File: src/rtl/bcd_counter_multi.sv
// rtl/bcd_counter_multi.sv - parametrised multi-digit BCD up/down counter
// Rippled digit steps, validated parallel load, wrap-or-saturate terminal handling.
module bcd_counter_multi #(
  parameter int DIGITS = 4,
  parameter bit WRAP   = 1'b1
) (
  input  logic                clk,
  input  logic                reset,
  input  logic                en,
  input  logic                up,
  input  logic                load,
  input  logic [4*DIGITS-1:0] load_val,
  output logic [4*DIGITS-1:0] counter_out,
  output logic                carry_out,
  output logic                load_err,
  output logic                at_max,
  output logic                at_min
);

  localparam int W = 4 * DIGITS;

  logic [W-1:0] r_count;
  logic         r_carry;
  logic         r_load_err;

  logic [W-1:0] w_next;
  logic [3:0]   w_digit;
  logic         w_load_ok;
  logic         w_all9;
  logic         w_all0;
  logic         w_step;
  logic         w_terminal;

  // w_step carries "all lower digits were at the rollover value" up the chain.
  always_comb begin
    w_next    = r_count;
    w_digit   = 4'd0;
    w_load_ok = 1'b1;
    w_all9    = 1'b1;
    w_all0    = 1'b1;
    w_step    = 1'b1;
    for (int k = 0; k < DIGITS; k++) begin
      if (load_val[4*k +: 4] > 4'd9) w_load_ok = 1'b0;
      w_digit = r_count[4*k +: 4];
      if (w_digit != 4'd9) w_all9 = 1'b0;
      if (w_digit != 4'd0) w_all0 = 1'b0;
      if (w_step) begin
        if (up) begin
          w_next[4*k +: 4] = (w_digit == 4'd9) ? 4'd0 : w_digit + 4'd1;
          w_step           = (w_digit == 4'd9);
        end else begin
          w_next[4*k +: 4] = (w_digit == 4'd0) ? 4'd9 : w_digit - 4'd1;
          w_step           = (w_digit == 4'd0);
        end
      end
    end
  end

  assign w_terminal = up ? w_all9 : w_all0;

  always_ff @(posedge clk) begin
    if (reset) begin
      r_count    <= '0;
      r_carry    <= 1'b0;
      r_load_err <= 1'b0;
    end else if (load) begin
      r_carry    <= 1'b0;
      r_load_err <= !w_load_ok;
      if (w_load_ok) r_count <= load_val;
    end else if (en) begin
      r_load_err <= 1'b0;
      // Saturating mode parks at the terminal value without a carry pulse.
      if (w_terminal && !WRAP) begin
        r_carry <= 1'b0;
      end else begin
        r_count <= w_next;
        r_carry <= w_terminal;
      end
    end else begin
      r_carry    <= 1'b0;
      r_load_err <= 1'b0;
    end
  end

  assign counter_out = r_count;
  assign carry_out   = r_carry;
  assign load_err    = r_load_err;
  assign at_max      = w_all9;
  assign at_min      = w_all0;

endmodule

File: config.mk
export PLATFORM = sky130hd
export DESIGN_NAME = bcd_counter_multi
export DESIGN_NICKNAME = d
export VERILOG_FILES = /design/src/rtl/bcd_counter_multi.sv
export SDC_FILE = /design/constraint.sdc
export NUM_CORES = 1
export LEC_CHECK = 0
export CAP_MARGIN = 20
export CORE_MARGIN = 2
export CORE_UTILIZATION = 46
export DETAILED_ROUTE_END_ITERATION = 8
export HOLD_SLACK_MARGIN = 0.03
export PLACE_DENSITY = 0.87
export SETUP_SLACK_MARGIN = 0.15
export SLEW_MARGIN = 10
export SYNTH_ARGS = -nofsm -noshare
export SYNTH_HDL_FRONTEND = slang
export SYNTH_SLANG_ARGS = --single-unit
File: constraint.sdc
create_clock -name clk -period 1.9 [get_ports clk]
set_input_delay 0.38 -clock clk [delete_from_list [all_inputs] [get_ports clk]]
set_output_delay 0.38 -clock clk [all_outputs]
set_load 0.01 [all_outputs]
==> summary.txt, run 1 <==
Routing
  • Drc violations: 0
  • DR vias/cell: 6.094
  • First-pass detailed-route iteration total: 5
  • 1st-iter DRT viols: 203
  • Post-Route WL: 5382 um
  • Antenna Nets Post-Route: 0
  • Vias post-DR: 2011
  • Routed len/inst: 16.31 um

Clock network
  • Hold_buf cts: 0
  • Total CTS buffers: 3
  • CTS tree: built
  • Clock root buffer: clkbuf_4
  • Max clock buf depth: 2
  • Worst skew pair latency: 290 ps
  • H-tree levels: 1
  • Clock slew at reported path FFs: 110 ps
  • Sink Count: 18

Timing
  • Tmin final: 1847 ps
  • Fin crit share: 0.9724
  • Rel. slew slack: 0.7648
  • RSZ-0062 raised after global routing: yes
  • Final Setup Violations: 0
  • Worst-Margin Slew: 352.7 ps
  • Fin Hold WS: 420.7 ps
  • Max Slew Vio Count: 0
  • PnR worst setup slack: 52.52 ps
  • Clock Skews: 6.000 ps
  • FMAX: 541.3 MHz
  • Final Hold Viols: 0
  • Final TNS setup: 0 ps

Synthesis
  • Post-synth EDFFs: 0
  • Count of cell types in the netlist: 55
  • Synth warn: 0
  • Main synth FF type: dfxtp_1
  • Most common cell in the synthesized netlist: nor2_1
  • Synth Area per Inst: 7.267 sq um
  • Synth area leaders: dfxtp_1 23%, a21oi_1 5.7%, o21ai_0 5.0%, nor2_1 4.5%, buf_6 3.5%
  • Flops & latches, synth: 18
  • Synth cell count leaders: 19 x nor2_1, 18 x a21oi_1, 18 x dfxtp_1, 16 x o21ai_0, 14 x clkbuf_1
  • Top cell type by total area after synthesis: dfxtp_1
  • Syn_nets: 240
  • Mapped Cells: 219
  • Area share of the largest cell type after synthesis: 0.2264
  • Post-synth ARST share: 0
  • Seq/Total Area, Yosys: 0.2264
  • Cell area after synthesis: 1592 sq um

Layout
  • Layout cells sized above 1: 0.2993
  • Final #Nets: 306
  • Area delta synth->final: 54.17%
  • Core Util, Final: 0.7353
  • Antenna cells: 0
  • Number of fill cells in the layout: 255

Place
  • I/O Buffers: 40
  • Pre-CTS WS: -271.5 ps
  • Dpl hpwl: 3444 um
  • GP Congestion: 0.8944

Pwr
  • Clock Power Share: 0.197
  • Combinational Power Share: 0.458
  • Reg power frac: 0.345
  • VDD IR-drop max: 0.0002951 V
  • Switch Pwr: 0.4203 mW
  • Power per cell area: 495.6 nW/um^2
  • Sw frac: 0.3457
  • Leak: 1.153 nW
  • P_int: 0.7956 mW

Setup path
  • Critical Path Source Type: register
  • Worst setup path class: reg -> out
  • Most used cell, CP: buf_6
  • WP data arrival: 1470 ps
  • Worst Path Required: 1520 ps
  • CP max FO: 2
  • Crit end category: output pin
  • Critical-path top delay cell: dfxtp_2
  • CP cell instances: nor4_4 -> nand3_2 -> buf_6 -> nor2_4 -> buf_6
  • Delay of the slowest critical-path stage: 350 ps

GRT
  • Largest net degree at the start of global routing: 15
  • Antenna violations before repair: 0
  • Vias in the first global route: 1783
  • Tot GR Track Use: 0.2587
  • Global-route wire length before repair: 8321 um
  • GRT overflow: 0

Floorplan
  • Die footprint: 3946 sq um
  • Starting density of the core: 0.4769
  • I/O pin count: 41
  • Rows: 21
  • DIE HEIGHT: 62.82 um
  • Die extent in x: 62.82 um
  • Total core area: 3337 sq um

Run status
  • Status: completed

Flow run
  • Max-cap viol count: 0

Worst hold path
  • Hold crit path type: in -> reg
==> sequential cells by signal (all words and copies together) (netlist names) <==
register     count
load_err         1
counter_out     16
carry_out        1
==> layout make-up <==
type	instances	area, sq um	share of cell area
Clock buffer	4	36.28	0.01479
Timing Repair Buffer	86	800.8	0.3264
Tap cell	46	57.56	0.02346
Multi-Input combinational cell	171	1162	0.4737
Inverter	5	18.77	0.007649
Sequential cell	18	377.9	0.1540
==> cell families (layout without fill, tap and decap cells) <==
group	Yosys count	count (layout)	synth area share
buffers and inverters	30	95	0.1014
flip-flops	18	18	0.2264
AND/OR/NAND/NOR	82	82	0.2759
multiplexers	4	4	0.02516
AO/OA/AOI/OAI	77	77	0.3270
XOR/XNOR	8	8	0.04402
==> power groups by stage <==
stage               sequential (mW)  clock [mW]  combinational (mW)
global placement              0.421           0               0.460
CTS                           0.418       0.244               0.518
floorplan                     0.432           0               0.255
detailed placement            0.422           0               0.474
global route                  0.421       0.259               0.597
finish                        0.419       0.239               0.557
==> metrics by stage <==
step	cells	cell area (sq um)	total power [mW]
6_report	330	2454	1.216
5_1_grt	330	2454	1.277
4_1_cts	328	2349	1.181
3_5_place_dp	320	2207	0.8961
3_3_place_gp	320	2207	0.8810
2_1_floorplan	219	1592	0.6879
==> layer usage <==
metal / part of all wire / up-vias / global-route usage
li1: - / 944 / -
met1: 0.41 / 943 / 0.3220
met2: 0.50 / 108 / 0.4368
met3: 0.075 / 16 / 0.05045
met4: 0.017 / 0 / 0.1028
met5: 0 / - / 0
==> worst max-delay path: cells and delay by family, from the launching register on <==
| family | cells | cell delay, ps |
|---|---|---|
| buf+inv | 2 | 270 |
| flops | 1 | 350 |
| simple gates | 3 | 550 |
==> worst paths after layout <==
kind         slack (ps)  depth (start not counted)             from         endpoint
max reg2reg         160                          8   counter_out[9]        carry_out
min reg2reg         640                          3  counter_out[11]  counter_out[11]
max                  50                          5   counter_out[9]           at_min
min                 420                          3      load_val[9]   counter_out[9]
==> cells in the final DEF (no fill, tap or decap), types with 3 or more instances in the layout <==
master / Yosys / routed
nor3_1: 9 / 8
o31ai_1: 3 / 3
nand2_1: 11 / 11
clkdlybuf4s50_1: 0 / 14
a21oi_1: 18 / 18
or3_1: 4 / 3
nor2_1: 19 / 17
nor4_1: 4 / 3
o21ai_0: 16 / 11
nand2b_1: 6 / 5
a311oi_1: 4 / 4
mux2i_1: 4 / 4
o2111ai_1: 4 / 4
nor2b_1: 5 / 4
dlygate4sd2_1: 0 / 9
xor2_1: 4 / 4
dfxtp_2: 0 / 8
nand3_1: 9 / 8
clkbuf_4: 0 / 3
buf_4: 2 / 38
buf_6: 5 / 7
dfxtp_1: 18 / 8
o21ai_2: 1 / 5
a31oi_1: 4 / 4
inv_1: 4 / 4
dlymetal6s2s_1: 0 / 15
xnor2_1: 4 / 4
and3_1: 3 / 3
o21ai_1: 4 / 5
==> timing repair <==
action / CTS / global route
endpoints found under the setup margin: 25 / 23
pin swaps: 6 / 17
buffers inserted: 3 / 2
gates resized for setup: 44 / 32
gates cloned: 1 / 0
Note: power is estimated with default switching activity, not from simulation.
==> inputs of run 2 (changes only) <==
--- a/config.mk
+++ b/config.mk
@@ -5,7 +5,6 @@
 export SDC_FILE = /design/constraint.sdc
 export NUM_CORES = 1
 export LEC_CHECK = 0
-export CAP_MARGIN = 20
 export CORE_MARGIN = 2
 export CORE_UTILIZATION = 46
 export DETAILED_ROUTE_END_ITERATION = 8
==> constraint.sdc (replaced) <==
create_clock -name clk -period 1.8 [get_ports clk]
set_input_delay 0.36 -clock clk [delete_from_list [all_inputs] [get_ports clk]]
set_output_delay 0.36 -clock clk [all_outputs]
set_load 0.01 [all_outputs]
==> summary.txt, run 2 (same netlist as run 1, synthesis figures left out) <==
Run status
  • Status: completed (unchanged)

Routing
  • DR vias/cell: 6.050 (was 6.094)
  • Routed len/inst: 17.50 um (was 16.31 um)
  • 1st-iter DRT viols: 254 (was 203)
  • First-pass detailed-route iteration total: 5 (unchanged)
  • Vias post-DR: 2057 (was 2011)
  • Antenna Nets Post-Route: 0 (unchanged)
  • Drc violations: 0 (unchanged)
  • Post-Route WL: 5949 um (was 5382 um)

Setup path
  • Critical Path Source Type: register (unchanged)
  • Worst Path Required: 1440 ps (was 1520 ps)
  • WP data arrival: 1440 ps (was 1470 ps)
  • Worst setup path class: reg -> out (unchanged)
  • CP max FO: 2 (unchanged)
  • Reg2Reg Depth: 6 (was 8)
  • Crit end category: output pin (unchanged)

Clock network
  • Hold_buf cts: 0 (unchanged)
  • Clock root buffer: clkbuf_4 (unchanged)
  • Worst skew pair latency: 310 ps (was 290 ps)
  • Sink Count: 18 (unchanged)
  • H-tree levels: 1 (unchanged)
  • CTS tree: built (unchanged)
  • Clock slew at reported path FFs: 120 ps (was 110 ps)
  • Total CTS buffers: 3 (unchanged)
  • Max clock buf depth: 2 (unchanged)

Layout
  • Most frequent cells in the layout: 41 x buf_4, 18 x nor2_1, 18 x dlygate4sd2_1 (was 38 x buf_4, 18 x a21oi_1, 17 x nor2_1)
  • Area delta synth->final: 64.31% (was 54.17%)
  • Seq. cell area: 381.6 sq um (was 377.9 sq um)
  • Commonest non-fill, non-tap cell in the layout: buf_4 (unchanged)
  • Number of fill cells in the layout: 229 (was 255)
  • Final Instance Count excl. Fillers: 340 (was 330)
  • Multi-input gate area: 1242 sq um (was 1162 sq um)
  • Antenna cells: 0 (unchanged)
  • Layout cells sized above 1: 0.3605 (was 0.2993)
  • Final #Nets: 316 (was 306)
  • Max FFs per register: 16 (unchanged)

Pwr
  • Combinational Power Share: 0.466 (was 0.458)
  • Power per cell area: 515.4 nW/um^2 (was 495.6 nW/um^2)
  • Sw frac: 0.3611 (was 0.3457)
  • VDD IR-drop max: 0.0003351 V (was 0.0002951 V)
  • Clock Power Share: 0.204 (was 0.197)
  • P_int: 0.8612 mW (was 0.7956 mW)
  • Reg power frac: 0.330 (was 0.345)
  • Switch Pwr: 0.4866 mW (was 0.4203 mW)
  • Leak: 1.159 nW (was 1.153 nW)

Timing
  • FMAX: 556.4 MHz
  • Final TNS setup: 0 ps (unchanged)
  • Rel. slew slack: 0.7898 (was 0.7648)
  • Clock Skews: 3.271 ps (was 6.000 ps)
  • Tmin final: 1797 ps
  • Fin crit share: 0.9985
  • Max Slew Vio Count: 0 (unchanged)
  • Final Setup Violations: 0 (unchanged)
  • Final Hold Viols: 0 (unchanged)
  • Worst-Margin Slew: 311.3 ps (was 352.7 ps)
  • RSZ-0062 raised after global routing: yes (unchanged)

Place
  • Dpl hpwl: 3602 um (was 3444 um)
  • Placed insts: 324 (was 320)
  • I/O Buffers: 40 (unchanged)
  • GP Congestion: 0.8798 (was 0.8944)

GRT
  • Tot GR Track Use: 0.2775 (was 0.2587)
  • Antenna violations before repair: 0 (unchanged)
  • Vias in the first global route: 1844 (was 1783)
  • GRT overflow: 0 (unchanged)
  • Largest net degree at the start of global routing: 17 (was 15)
  • Global-route wire length before repair: 8804 um (was 8321 um)

Floorplan
  • Total core area: 3337 sq um (unchanged)
  • Rows: 21 (unchanged)
  • I/O pin count: 41 (unchanged)
  • Starting density of the core: 0.4769 (unchanged)
  • DIE HEIGHT: 62.82 um (unchanged)
  • Die extent in x: 62.82 um (unchanged)
  • Die footprint: 3946 sq um (unchanged)

Flow run
  • Max-cap viol count: 0 (unchanged)

Worst hold path
  • Min-Delay Path Depth: 3 (unchanged)
  • Hold crit path type: in -> reg (unchanged)
==> run 2: cell types whose count changed in the layout (fill, tap and decap cells not counted), sizes merged <==
cell	change
clkinv	+1
clkdlybuf4s50	-5
buf	+10
dlygate4sd2	+9
clkbuf	+1
inv	-1
dlymetal6s2s	-5
==> run 2: path summary, 6_finish.rpt <==
path,start,end,slack (ps)
max,counter_out[14],at_max,3
min,load_val[9],counter_out[9],370
max reg2reg,counter_out[0],counter_out[8],150
min reg2reg,counter_out[4],counter_out[4],640
==> run 2: area by class of cell <==
class / instances / area share
Clock buffer: 4 / 0.01388
Sequential cell: 18 / 0.1459
Inverter: 5 / 0.007655
Multi-Input combinational cell: 171 / 0.4751
Timing Repair Buffer: 96 / 0.3354
Tap cell: 46 / 0.02201
==> run 2: critical path, cell delays in order, from the launching register on <==
cell	delay [ps]
dfxtp_2	350
nor4_4	290
nand3_2	150
nor3_4	170
buf_2	160
==> run 2: layer usage <==
| layer | vias to the layer above | GRT usage | routed length [um] |
|---|---|---|---|
| met1 | 960 | 0.3462 | 2376 |
| met4 | 0 | 0.1028 | 138 |
| met5 | - | 0 | 0 |
| li1 | 969 | - | - |
| met3 | 19 | 0.04144 | 393 |
| met2 | 109 | 0.4812 | 3041 |
==> run 2: repair_timing <==
item | CTS | global route
setup endpoints to repair | 33 | 18
pin swaps | 15 | 23
gates cloned | 1 | 0
endpoints found under the hold margin | 0 | 0
resized for setup | 55 | 54
setup buffers | 6 | 5
==> run 2: per-stage QoR <==
stage	util	cell area, sq um	hold slack (ps)	total power, mW	setup slack, ps
final	0.7837	2615	374.8	1.348	2.715
after global routing	0.7837	2615	376.2	1.416	-48.59
after CTS	0.7120	2376	639.0	1.233	-4.659
after detailed placement	0.6704	2237	640.0	0.9495	-337.4
after global placement	0.6704	2237	625.8	0.9359	-276.8
after floorplan	-	1592	519.5	0.7261	174.7
==> run 2: power groups by stage <==
stage	Combinational [mW]	Sequential, mW	Clock, mW
global placement	0.491	0.444	0
CTS	0.519	0.443	0.271
detailed placement	0.503	0.447	0
global route	0.672	0.447	0.297
floorplan	0.270	0.456	0
finish	0.628	0.445	0.275
==> inputs of run 3 (changes only) <==
==> constraint.sdc (replaced) <==
create_clock -name clk -period 1.8 [get_ports clk]
set_input_delay 0.36 -clock clk [delete_from_list [all_inputs] [get_ports clk]]
set_output_delay 0.36 -clock clk [all_outputs]
set_load 0.1 [all_outputs]
==> summary.txt, run 3 (same netlist as run 1, synthesis figures left out) <==
Layout
  • Most frequent cells in the layout: 53 x buf_4, 21 x buf_12, 18 x a21oi_1 (was 41 x buf_4, 18 x nor2_1, 18 x dlygate4sd2_1)
  • Design Area, Final: 2945 sq um (was 2615 sq um)
  • Layout cells sized above 1: 0.4404 (was 0.3605)
  • Max FFs per register: 16 (unchanged)
  • Number of fill cells in the layout: 132 (was 229)
  • Area delta synth->final: 85.06% (was 64.31%)
  • Final #Nets: 324 (was 316)
  • Commonest non-fill, non-tap cell in the layout: buf_4 (unchanged)
  • Antenna cells: 0 (unchanged)

Timing
  • Final Setup Violations: 2 (was 0)
  • Tmin final: 1947 ps (was 1797 ps)
  • Max Slew Vio Count: 0 (unchanged)
  • PnR worst setup slack: -147.5 ps (was 2.715 ps)
  • Fin crit share: 1.082 (was 0.9985)
  • RSZ-0062 raised after global routing: yes (unchanged)
  • Final Hold Viols: 0 (unchanged)
  • FMAX: 513.5 MHz (was 556.4 MHz)
  • Clock Skews: 4.236 ps (was 3.271 ps)
  • Fin Hold WS: 341.0 ps (was 374.8 ps)
  • Rel. slew slack: 0.7728 (was 0.7898)
  • Worst-Margin Slew: 338.5 ps (was 311.3 ps)

Pwr
  • Leak: 1.256 nW (was 1.159 nW)
  • Power per cell area: 581.9 nW/um^2 (was 515.4 nW/um^2)
  • VDD IR-drop max: 0.0004978 V (was 0.0003351 V)
  • Total chip power: 1.714 mW (was 1.348 mW)

Run status
  • Status: finished, violations left (was completed)
  • Failing checks: negative setup slack

Setup path
  • WP data arrival: 1590 ps (was 1440 ps)
  • CP cell instances: nor2_1 -> nand3_2 -> buf_6 -> nor2_4 -> buf_12 (was nor4_4 -> nand3_2 -> nor3_4 -> buf_2)
  • WP buf/inv: 2 (was 1)
  • Worst setup path class: reg -> out (unchanged)
  • Delay of the slowest critical-path stage: 410 ps (was 350 ps)
  • Crit path max-delay family: simple AND/OR/NAND/NOR gates (unchanged)
  • Critical Path Source Type: register (unchanged)
  • Critical-path top delay cell: dfxtp_4 (was dfxtp_2)
  • Crit end category: output pin (unchanged)
  • CP max FO: 10 (was 2)
  • Worst Path Required: 1440 ps (about the same)

Clock network
  • Clock slew at reported path FFs: 140 ps (was 120 ps)
  • Clock root buffer: clkbuf_4 (unchanged)
  • CTS tree: built (unchanged)
  • H-tree levels: 1 (unchanged)
  • Total CTS buffers: 3 (unchanged)
  • Sink Count: 18 (unchanged)
  • Worst skew pair latency: 320 ps (was 310 ps)
  • Max clock buf depth: 2 (unchanged)
  • Hold_buf cts: 0 (unchanged)

Routing
  • Vias post-DR: 2386 (was 2057)
  • Antenna Nets Post-Route: 0 (unchanged)
  • DR vias/cell: 6.856 (was 6.050)
  • Routed len/inst: 22.28 um (was 17.50 um)
  • First-pass detailed-route iteration total: 7 (was 5)
  • Post-Route WL: 7753 um (was 5949 um)
  • Drc violations: 0 (unchanged)
  • 1st-iter DRT viols: 411 (was 254)

Floorplan
  • Die footprint: 3946 sq um (unchanged)
  • DIE HEIGHT: 62.82 um (unchanged)
  • Rows: 21 (unchanged)
  • Die extent in x: 62.82 um (unchanged)
  • Starting density of the core: 0.4769 (unchanged)
  • Total core area: 3337 sq um (unchanged)
  • I/O pin count: 41 (unchanged)

Place
  • Pre-CTS WS: -349.5 ps (was -337.4 ps)
  • GP Congestion: 0.8833 (was 0.8798)
  • DP Area: 2462 sq um (was 2237 sq um)
  • I/O Buffers: 40 (unchanged)
  • Dpl hpwl: 3529 um (was 3602 um)

GRT
  • Vias in the first global route: 1832 (was 1844)
  • Tot GR Track Use: 0.2894 (was 0.2775)
  • Largest net degree at the start of global routing: 22 (was 17)
  • Antenna violations before repair: 0 (unchanged)
  • Global-route wire length before repair: 9273 um (was 8804 um)
  • GRT overflow: 0 (unchanged)

Flow run
  • Max-cap viol count: 0 (unchanged)

Worst hold path
  • Hold crit path type: in -> reg (unchanged)
## run 3: cell count changes in the layout (fill, tap and decap cells not counted), moves of 4 or more
cell           previous run  this run
buf_4                    41        53
dfxtp_2                   8         0
dfxtp_4                   3        16
buf_12                    1        21
buf_6                    13         9
dfxtp_1                   7         2
dlygate4sd2_1            18         1
## run 3: worst paths after layout
kind	slack (ps)	start	depth (start not counted)	end
max reg2reg	0	counter_out[0]	7	counter_out[12]
min reg2reg	580	counter_out[8]	2	counter_out[8]
max	-150	counter_out[6]	5	at_min
min	340	load_val[9]	3	counter_out[9]
## run 3: routing by layer
layer,share of wire,up-vias,GRT usage,routed length [um]
met1,0.37,1118,0.3762,2887
met3,0.12,56,0.05586,931
met2,0.46,233,0.4758,3543
li1,-,979,-,-
met4,0.050,0,0.1028,391
met5,0,-,0,0
## run 3: stage by stage
stage	std cells	setup TNS [ps]	util
after floorplan	219	-1038	-
after global placement	311	-4076	0.7379
after detailed placement	311	-4513	0.7379
after CTS	320	-172.7	0.7814
after global routing	348	-440.7	0.8826
final	348	-289.7	0.8826
## run 3: repair_timing
| item | CTS | global route |
|---|---|---|
| gates resized for setup | 18 | 38 |
| setup buffers | 4 | 28 |
| gates cloned | 1 | 0 |
| pin swaps | 6 | 20 |
| endpoints found under the setup margin | 18 | 18 |
## run 3: layout make-up
cell class	instances	area, sq um	area share
clock buffer	4	36.28	0.01232
inverter	5	18.77	0.006372
multi-input combinational	171	1256	0.4265
sequential	18	420.4	0.1427
tap	46	57.56	0.01954
timing repair buffer	104	1156	0.3925
## run 3: power breakdown
part / total [mW] / internal (mW) / switching [mW]
Sequential: 0.476 / 0.413 / 0.0628
Clock: 0.295 / 0.124 / 0.172
Combinational: 0.942 / 0.410 / 0.532
Total: 1.71 / 0.947 / 0.766
## run 3: worst min-delay path, stage by stage
cell and delay [ps]:
dlymetal6s2s_1 140, nand2_1 60, a311oi_1 70
